===== src/rtl/pc_sequencer.sv =====
// Purpose : program-counter controller; fetches over req/ack, holds instr until retire, picks next PC.
// Latency : 1 BOOT cycle after reset, then 2 cycles per instruction with zero-wait ack (FETCH + EXEC).
// Backpr. : imem_req held with a stable address until imem_ack; instr held valid until dec_done.
//
// Ports:
//   clk, rst_n                      clock (rising edge), async active-low reset
//   imem_req/imem_addr              fetch request and address (address always equals pc)
//   imem_ack/imem_data              memory acknowledge, data valid in the ack cycle
//   instr_valid/instr               latched instruction presented to the decoder
//   dec_done                        decoder retires instr; redirect inputs valid this cycle
//   jump_req/jump_target            absolute redirect from the jump address unit
//   branch_req/branch_taken/branch_off  PC-relative redirect (signed offset from pc+1)
//   halt_req                        retiring instruction stops the core
//   pc, halted, retired             current PC, halt status, retired-instruction count
module pc_sequencer #(
    parameter int            AW       = 8,
    parameter logic [AW-1:0] RESET_PC = '0,
    parameter int            CW       = 16
) (
    input  logic          clk,
    input  logic          rst_n,
    output logic          imem_req,
    output logic [AW-1:0] imem_addr,
    input  logic          imem_ack,
    input  logic [7:0]    imem_data,
    output logic          instr_valid,
    output logic [7:0]    instr,
    input  logic          dec_done,
    input  logic          jump_req,
    input  logic [AW-1:0] jump_target,
    input  logic          branch_req,
    input  logic          branch_taken,
    input  logic [AW-1:0] branch_off,
    input  logic          halt_req,
    output logic [AW-1:0] pc,
    output logic          halted,
    output logic [CW-1:0] retired
);

    typedef enum logic [1:0] {
        BOOT  = 2'd0,
        FETCH = 2'd1,
        EXEC  = 2'd2,
        HALT  = 2'd3
    } state_t;

    state_t        state;
    state_t        state_nxt;
    logic [AW-1:0] pc_nxt;
    logic [AW-1:0] pc_seq;
    logic [AW-1:0] pc_branch;
    logic          instr_load;
    logic          retire;

    // The offset is as wide as the PC, so a plain modular add of the
    // two's-complement value is the same as sign-extending it.
    assign pc_seq    = pc + AW'(1);
    assign pc_branch = pc_seq + branch_off;

    // ------------------------------------------------------------------
    // State register and datapath registers
    // ------------------------------------------------------------------
    always_ff @(posedge clk or negedge rst_n) begin
        if (!rst_n) begin
            state   <= BOOT;
            pc      <= RESET_PC;
            instr   <= '0;
            retired <= '0;
        end else begin
            state <= state_nxt;
            pc    <= pc_nxt;
            if (instr_load) begin
                instr <= imem_data;
            end
            if (retire) begin
                retired <= retired + CW'(1);
            end
        end
    end

    // ------------------------------------------------------------------
    // Next-state, next-PC and register enables
    // ------------------------------------------------------------------
    always_comb begin
        state_nxt  = state;
        pc_nxt     = pc;
        instr_load = 1'b0;
        retire     = 1'b0;
        case (state)
            BOOT: begin
                state_nxt = FETCH;
            end
            FETCH: begin
                // pc is not touched here so the address stays stable
                // for the whole request, however long memory stalls.
                if (imem_ack) begin
                    instr_load = 1'b1;
                    state_nxt  = EXEC;
                end
            end
            EXEC: begin
                if (dec_done) begin
                    retire = 1'b1;
                    if (halt_req) begin
                        state_nxt = HALT;
                    end else begin
                        state_nxt = FETCH;
                        if (jump_req) begin
                            pc_nxt = jump_target;
                        end else if (branch_req && branch_taken) begin
                            pc_nxt = pc_branch;
                        end else begin
                            pc_nxt = pc_seq;
                        end
                    end
                end
            end
            HALT: begin
                state_nxt = HALT;
            end
            default: begin
                state_nxt = BOOT;
            end
        endcase
    end

    // ------------------------------------------------------------------
    // Outputs
    // ------------------------------------------------------------------
    // rst_n gates the request directly so it falls in the same instant the
    // reset is asserted, without relying on the state flop's clear path.
    assign imem_req    = rst_n && (state == FETCH);
    assign imem_addr   = pc;
    assign instr_valid = (state == EXEC);
    assign halted      = (state == HALT);

endmodule


===== config.mk =====
export PLATFORM = sky130hd
export DESIGN_NAME = pc_sequencer
export DESIGN_NICKNAME = d
export VERILOG_FILES = /design/src/rtl/pc_sequencer.sv
export SDC_FILE = /design/constraint.sdc
export NUM_CORES = 1
export LEC_CHECK = 0
export BUFFER_PORTS_ARGS = -buffer_cell sky130_fd_sc_hd__buf_2
export CAP_MARGIN = 20
export CELL_PAD_IN_SITES_DETAIL_PLACEMENT = 0
export CELL_PAD_IN_SITES_GLOBAL_PLACEMENT = 2
export CORE_ASPECT_RATIO = 0.75
export CORE_MARGIN = 2
export CORE_UTILIZATION = 29
export DETAILED_ROUTE_END_ITERATION = 16
export PLACE_DENSITY = 0.89
export SYNTH_ARGS = -nofsm -noshare
export SYNTH_HDL_FRONTEND = slang
export SYNTH_SLANG_ARGS = --single-unit

===== constraint.sdc =====
create_clock -name clk -period 2.8 [get_ports clk]
set_clock_uncertainty 0.05 [all_clocks]
set_input_delay 0.28 -clock clk [delete_from_list [all_inputs] [get_ports clk]]
set_output_delay 0.28 -clock clk [all_outputs]
set_load 0.01 [all_outputs]

Word level (Yosys, flattened, before mapping)
Cells that the tools add are included.
{"block": "totals", "reg_bits": 34, "in_bits": 32}
{"block": "op_classes", "mux": 10, "eq_ne": 5, "n_addsub": 3, "bitwise_logic": 1, "reduce_logical": 5}
{"op": "16-bit by 1-bit adder with 16-bit output (second input constant)", "count": 1}
{"op": "8-bit 2-to-1 mux", "count": 2}
{"op": "8-bit by 1-bit adder with 8-bit output (second input constant)", "count": 1}
{"op": "8-bit adder", "count": 1}
{"op": "2-bit one-hot mux with 4 select lines", "count": 1}
{"op": "2-bit 2-to-1 mux", "count": 3}
{"op": "2-bit equality test (second input constant)", "count": 2}
{"op": "1-bit 2-to-1 mux", "count": 4}
{"op": "3-bit AND reduction", "count": 1}
{"op": "2-bit by 1-bit equality test with 1-bit output (second input constant)", "count": 1}
{"op": "1-bit logical AND", "count": 2}
{"op": "2-bit logical NOT", "count": 1}
{"op": "2-bit by 1-bit inequality test with 1-bit output (second input constant)", "count": 1}
{"op": "2-bit inequality test (second input constant)", "count": 1}
{"op": "2-bit AND reduction", "count": 1}
{"op": "1-bit inverter", "count": 1}

Depth between registers and ports, before layout
Gate-level depths: netlist (run 1).
{"block": "logic_depth", "word_depth": 4, "ltp_mapped": 9, "ltp_nobuf": 9}

Worst setup path after synthesis (run 1)
No wires, ideal clock.
{"block": "synth_path", "path_type": "flip-flop to flip-flop", "startpoint": "register pc[0] (netlist: imem_addr[0])", "endpoint": "register pc[7] (netlist: imem_addr[7])", "n_path_buf": 0, "slack_ns": 0.578, "t_required_ns": 2.623, "stages_incl_launch_ff": 10, "period_less_slack_ns": 2.222, "arrival_ns": 2.045, "setup_time_ns": 0.127, "cell_sequence": "dfrtp_1 -> ha_1 -> nand3_1 -> xnor2_1 -> ha_1 -> o211ai_1 -> o21ai_1 -> mux2i_1 -> a211oi_1 -> nand3b_1"}
{"block": "synth_between", "elab_chain_len": 4}
{"element": "start: declaration", "line_no": "35", "source": "output logic [AW-1:0] pc,"}
{"element": "start signal: assignment", "line_no": "71", "source": "pc <= pc_nxt;"}
{"element": "8-bit by 1-bit adder with 8-bit output *", "line_no": "57", "source": "assign pc_seq = pc + AW'(1);"}
{"element": "8-bit adder", "line_no": "58", "source": "assign pc_branch = pc_seq + branch_off;"}
{"element": "8-bit 2-to-1 mux *", "line_no": "110", "source": "end else if (branch_req && branch_taken) begin"}
{"element": "8-bit 2-to-1 mux *", "line_no": "108", "source": "if (jump_req) begin"}
Every way passes the cells marked *; elsewhere a longest branch is shown, timed or not.
A chain may end at the register's enable or synchronous reset.

Worst setup path after layout (run 1)
Ends and elaborated chain as after synthesis.

==> results of run 1 <==
[layer usage]
layer | part of all wire, % | vias up
met5 | 0 | -
met4 | 0.30 | 0
met3 | 7.3 | 2
met2 | 39 | 52
met1 | 53 | 794
li1 | - | 864
[final cells by class]
class	count	area (µm²)	share of cell area, %
inverter	4	15.0	0.595
multi-input combinational	155	1090	43.3
timing repair buffer	75	378	15.0
clock buffer	6	82.6	3.27
tap	84	105	4.17
sequential	34	851	33.7
[sequential cells by signal (all words and copies together) (netlist names)]
name,count
imem_addr,8
retired,16
instr,8
state,2
[metrics by stage]
step                      setup slack (ns)  power (W)  hold WS, ns
after floorplan                      0.578    0.00117      -0.0656
after global placement               0.455    0.00138        0.354
after detailed placement             0.389    0.00138        0.364
after CTS                            0.376    0.00175       0.0582
after global routing                 0.173    0.00186       0.0911
final                                0.370    0.00173       0.0323
[layout by cell type (no fill, tap or decap), types with 10 or more instances in the layout]
cell type / netlist / final
xnor2_1: 15 / 15
buf_2: 0 / 74
nand2_1: 16 / 16
nor2_1: 11 / 11
a21oi_1: 13 / 13
ha_1: 10 / 10
dfrtp_1: 34 / 34
[power groups by stage]
| stage | sequential, W | clock [W] | combinational, W |
|---|---|---|---|
| 2_1_floorplan | 0.000725 | 0 | 0.000440 |
| 3_3_place_gp | 0.000689 | 0 | 0.000687 |
| 3_5_place_dp | 0.000697 | 0 | 0.000685 |
| 4_1_cts | 0.000687 | 0.000372 | 0.000687 |
| 5_1_grt | 0.000702 | 0.000400 | 0.000761 |
| 6_report | 0.000686 | 0.000359 | 0.000680 |
[worst max-delay path by stage]
| stage | end | startpoint | slack [ns] |
|---|---|---|---|
| 2_1_floorplan | imem_addr[7]$_DFFE_PN0P_ | imem_addr[0]$_DFFE_PN0P_ | 0.58 |
| 3_3_place_gp | imem_addr[7]$_DFFE_PN0P_ | imem_addr[0]$_DFFE_PN0P_ | 0.46 |
| 3_5_place_dp | imem_addr[7]$_DFFE_PN0P_ | imem_addr[0]$_DFFE_PN0P_ | 0.39 |
| 4_1_cts | imem_addr[7]$_DFFE_PN0P_ | imem_addr[0]$_DFFE_PN0P_ | 0.38 |
| 5_1_grt | imem_addr[7]$_DFFE_PN0P_ | imem_addr[0]$_DFFE_PN0P_ | 0.17 |
| 6_report | imem_addr[7]$_DFFE_PN0P_ | imem_addr[0]$_DFFE_PN0P_ | 0.37 |
[cells by family (layout without fill, tap and decap cells)]
| group | count (synthesis) | after routing |
|---|---|---|
| and+or+nand+nor | 70 | 70 |
| AOI/OAI and AO/OA | 37 | 37 |
| DFF | 34 | 34 |
| xor gates and xnor gates | 24 | 24 |
| buffers and inverters | 15 | 85 |
| muxes | 13 | 13 |
| adders and majority gates | 11 | 11 |
==> qor.csv, run 1 <==
metric;value;unit
cell internal pwr;0.00110;W
simple-gate share of the synthesized area;18.4;%
nets@finish;318;
syn nets;247;
routing usage on met3;4.68;%
cells on worst reg2reg path;9;
CP Cell Sequence;ha_1 > nand3_1 > xnor2_1 > ha_1 > o211ai_1 > o21ai_1 > mux2i_1 > a211oi_1 > nand3b_1;
Pins Over Slew Limit;0;
CP Depth;9;
M1 GR Usage;20.1;%
CTS Buffer Depth;2;
Net Sw Frac;36.2;%
detailed router's first-iteration violation count;83;
mapped cell area;0.00203;mm²
Yosys top cell by area;dfrtp_1;
post-synthesis sequential area ratio;41.9;%
Hold-fix buffers, CTS;0;
number of diodes;0;
post-cts sizing count;0;
CTS buffer count;5;
share of cells above drive strength 1;33.9;%
initial antenna violation count;0;
pwr dens;684;mW/mm²
max-cap violation count;0;
WP buf/inv;0;
Via density;4.78;
total number of vias;1712;
Cells after Synth;204;
switching power;0.000625;W
post-synthesis cell type count;37;
CP Class;register to register;
Fin Setup TNS;0;ns
multiplexer share of the synthesized area;6.97;%
H-tree depth;2;
clock-pin slew on the worst setup and hold paths;0.07;ns
Final Setup Violations;0;
via count of the first global-routing pass;1603;
Worst EP arrival;2.54;ns
total wire length;4.93;mm
fin crit share;86.8;%
first-pass GRT wire length;7.93;mm
Rows;26;
GRT Total Usage;13.1;%
area grow syn2layout;24.4;%
Hold Crit Class;input pin to async pin;
Inst Count DP;352;
Skew-Pair Late Insertion Delay;0.28;ns
reg-to-reg endpoint;imem_addr[7]$_DFFE_PN0P_;
Pleak;1.30;nW
routability cong.;0.871;
Gate power share;39.4;%
CP peak stage delay;0.49;ns
total setup buffers inserted after CTS;0;
design area;0.00252;mm²
status;finished clean;
gr busiest metal;met1;
largest net degree at the start of global routing;35;
GRT overflow;0;
Layout fillers;701;
combinational family with the most area after synthesis;simple AND/OR/NAND/NOR gates;
non-filler cells in the finished layout;358;
mean post-synth cell area;9.94;µm²
Synth Area in XOR/XNOR;10.4;%
top-count cell post-synth;dfrtp_1;
R2R Setup Slk;0.37;ns
TritonRoute pass-1 iters;4;
TritonCTS clock tree;yes;
DRC;0;
Die ar.;0.00769;mm²
PortBufs;74;
Synth Register Bits;34;
area share of the largest cell type after synthesis;41.9;%
adder-cell share of the synthesized area;7.16;%
GR Util met2;17.6;%
Post-synth EDFFs;0;
Clk pwr share;20.8;%
Critical Path Source Type;register;
post-route ant nets;0;
CTS root buf;clkbuf_8;
Die Height;76.4;µm
DP Area;0.00244;mm²
power share of the sequential group;39.8;%
crit path capture type;register;
Hold Fails Final Rpt;0;
Post-synth top flop;dfrtp_1;
Max Clk Rate;0.411;GHz
Synthesis Warnings;0;
CP top delay family;adder cells;
largest fanout on the critical path;9;
Area contributors post-synth;dfrtp_1 42%, xnor2_1 6.5%, ha_1 6.2%;
Clock Sinks;34;
Die W;101;µm
final core utilization;37.1;%
Core ar.;0.00680;mm²
num ports;75;
Worst Tran Pin Value;0.454;ns
worst vdd ir;0.000274;V
minimum clock period;2.43;ns
Slew headroom;69.7;%
WL/cell;13.8;µm
RSZ-0062 raised after global routing;false;
dpl hpwl;3.87;mm
Initial Util;29.8;%
RR Startpoint;imem_addr[0]$_DFFE_PN0P_;
Synth Area in Compound Gates;10.9;%
Async SR Flop Fraction;100;%
Top cell by count, worst path;ha_1;
slowest CP cell;dfrtp_1;
Critical Path RT;2.91;ns
Post-synth top cells;34 x dfrtp_1, 16 x nand2_1, 15 x xnor2_1;
Note: power is estimated with default switching activity, not from simulation.
==> run 2, diff against run 1 <==
CORE_UTILIZATION = 26   (was 29)
PLACE_DENSITY = 0.85   (was 0.89)
clock period = 2.1 ns   (was 2.8 ns; I/O delays follow)
==> qor.csv, run 2 (same netlist as run 1, synthesis figures left out) <==
metric;value;unit
GRT Total Usage;12.7;%
cells on worst reg2reg path;11;
Hold Crit Class;input pin to register;
Inst Count DP;388;
clock-pin slew on the worst setup and hold paths;0.08;ns
Critical Path Source Type;register;
final core utilization;39.0;%
detailed router's first-iteration violation count;68;
CTS root buf;clkbuf_8;
largest net degree at the start of global routing;35;
Pleak;1.45;nW
Initial Util;27.2;%
Pins Over Slew Limit;0;
Final Setup Violations;1;
Fin Setup TNS;-0.0108;ns
worst vdd ir;0.000310;V
CTS Buffer Depth;2;
Die ar.;0.00853;mm²
PortBufs;74;
total wire length;5.33;mm
reg-to-reg endpoint;imem_addr[7]$_DFFE_PN0P_;
hold-critical path depth;2;
CTS buffer count;5;
pwr dens;924;mW/mm²
hold_sp;imem_data[2];
area grow syn2layout;43.6;%
status;finished, violations left;
WL/cell;13.2;µm
via count of the first global-routing pass;1752;
Critical Path RT;2.28;ns
crit path capture type;register;
DRC;0;
Clock Sinks;34;
Slew headroom;68.9;%
non-filler cells in the finished layout;403;
Die W;106;µm
CP Class;register to register;
RR Startpoint;imem_addr[1]$_DFFE_PN0P_;
H-tree depth;2;
total number of vias;1804;
Hold Fails Final Rpt;0;
share of cells above drive strength 1;47.4;%
Top reg by flops;retired;
DP Worst Slack;-0.0951;ns
fin crit share;101;%
initial antenna violation count;1;
Die Height;80.5;µm
routability cong.;0.829;
Worst EP arrival;2.29;ns
number of diodes;0;
Hold Slack;0.0976;ns
Via density;4.48;
Skew-Pair Late Insertion Delay;0.29;ns
TritonRoute pass-1 iters;4;
number of flip-flops in the largest register;16;
Rows;27;
TritonCTS clock tree;yes;
violated checks;negative setup slack;
Hold Path Sink;instr[2]$_DFFE_PN0P_;
minimum clock period;2.11;ns
RSZ-0062 raised after global routing;true;
largest fanout on the critical path;3;
Worst Tran Pin Value;0.465;ns
first-pass GRT wire length;8.49;mm
GRT overflow;0;
post-route ant nets;0;
num ports;75;
nets@finish;344;
Max Clk Rate;0.474;GHz
max-cap violation count;0;
R2R Setup Slk;-0.01;ns
dpl hpwl;4.15;mm
Core ar.;0.00747;mm²
Final WS setup;-0.0108;ns
most frequent cells in the layout;74 x buf_2, 30 x dfrtp_1, 23 x buf_4;
most common cell after layout, fill and taps aside;buf_2;
run 2: cell type report:
class,count,area (µm²)
Fill cell,787,4550
Multi-Input combinational cell,155,1230
Sequential cell,34,856
Timing Repair Buffer,101,587
Tap cell,101,126
Clock buffer,6,82.6
Inverter,4,17.5
Clock inverter,2,12.5
run 2: worst max path at each step:
stage                              from                        to  slack (ns)
6_report       imem_addr[1]$_DFFE_PN0P_  imem_addr[7]$_DFFE_PN0P_       -0.01
2_1_floorplan  imem_addr[0]$_DFFE_PN0P_  imem_addr[7]$_DFFE_PN0P_       0.002
3_5_place_dp   imem_addr[0]$_DFFE_PN0P_  imem_addr[7]$_DFFE_PN0P_        -0.1
5_1_grt        imem_addr[1]$_DFFE_PN0P_  imem_addr[7]$_DFFE_PN0P_       -0.12
3_3_place_gp   imem_addr[0]$_DFFE_PN0P_  imem_addr[7]$_DFFE_PN0P_       -0.07
4_1_cts        imem_addr[1]$_DFFE_PN0P_  imem_addr[7]$_DFFE_PN0P_       -0.04
run 2: metal layers:
| layer | share of wire, % | vias up | global-route usage (%) | wire, µm |
|---|---|---|---|---|
| met4 | 0.36 | 0 | 2.37 | 19 |
| met5 | 0 | - | 0 | 0 |
| met3 | 8.9 | 2 | 5.52 | 475 |
| li1 | - | 914 | - | - |
| met2 | 40 | 54 | 17.5 | 2120 |
| met1 | 51 | 834 | 18.4 | 2720 |
run 2: timing repair:
action                                  in CTS  in global routing
pin swaps                                   10                 11
resized for setup                           10                 15
buffers inserted                             3                  3
endpoints found under the hold margin       34                  0
hold buffers                                 1                  0
endpoints found under the setup margin       3                  6
run 2: through the flow:
step,total power (W),instance area (µm²)
final,0.00269,2910
after global routing,0.00291,2910
after CTS,0.00260,2800
after detailed placement,0.00201,2620
after global placement,0.00200,2620
after floorplan,0.00157,2050
run 2: critical path, stage by stage (launching register included):
cell,delay (ns)
dfrtp_2,0.43
buf_4,0.15
buf_4,0.12
nand3_1,0.10
xnor2_1,0.14
buf_4,0.17
ha_4,0.20
o21a_1,0.17
nor3_2,0.13
a211oi_2,0.06
a211oi_1,0.20
nand3b_1,0.12
run 2: where the power goes:
| group | total (W) | internal (W) | switching [W] | leakage (nW) |
|---|---|---|---|---|
| sequential | 0.000882 | 0.000787 | 0.0000955 | 0.436 |
| clock | 0.000508 | 0.000263 | 0.000245 | 0.0472 |
| combinational | 0.00130 | 0.000685 | 0.000614 | 0.968 |
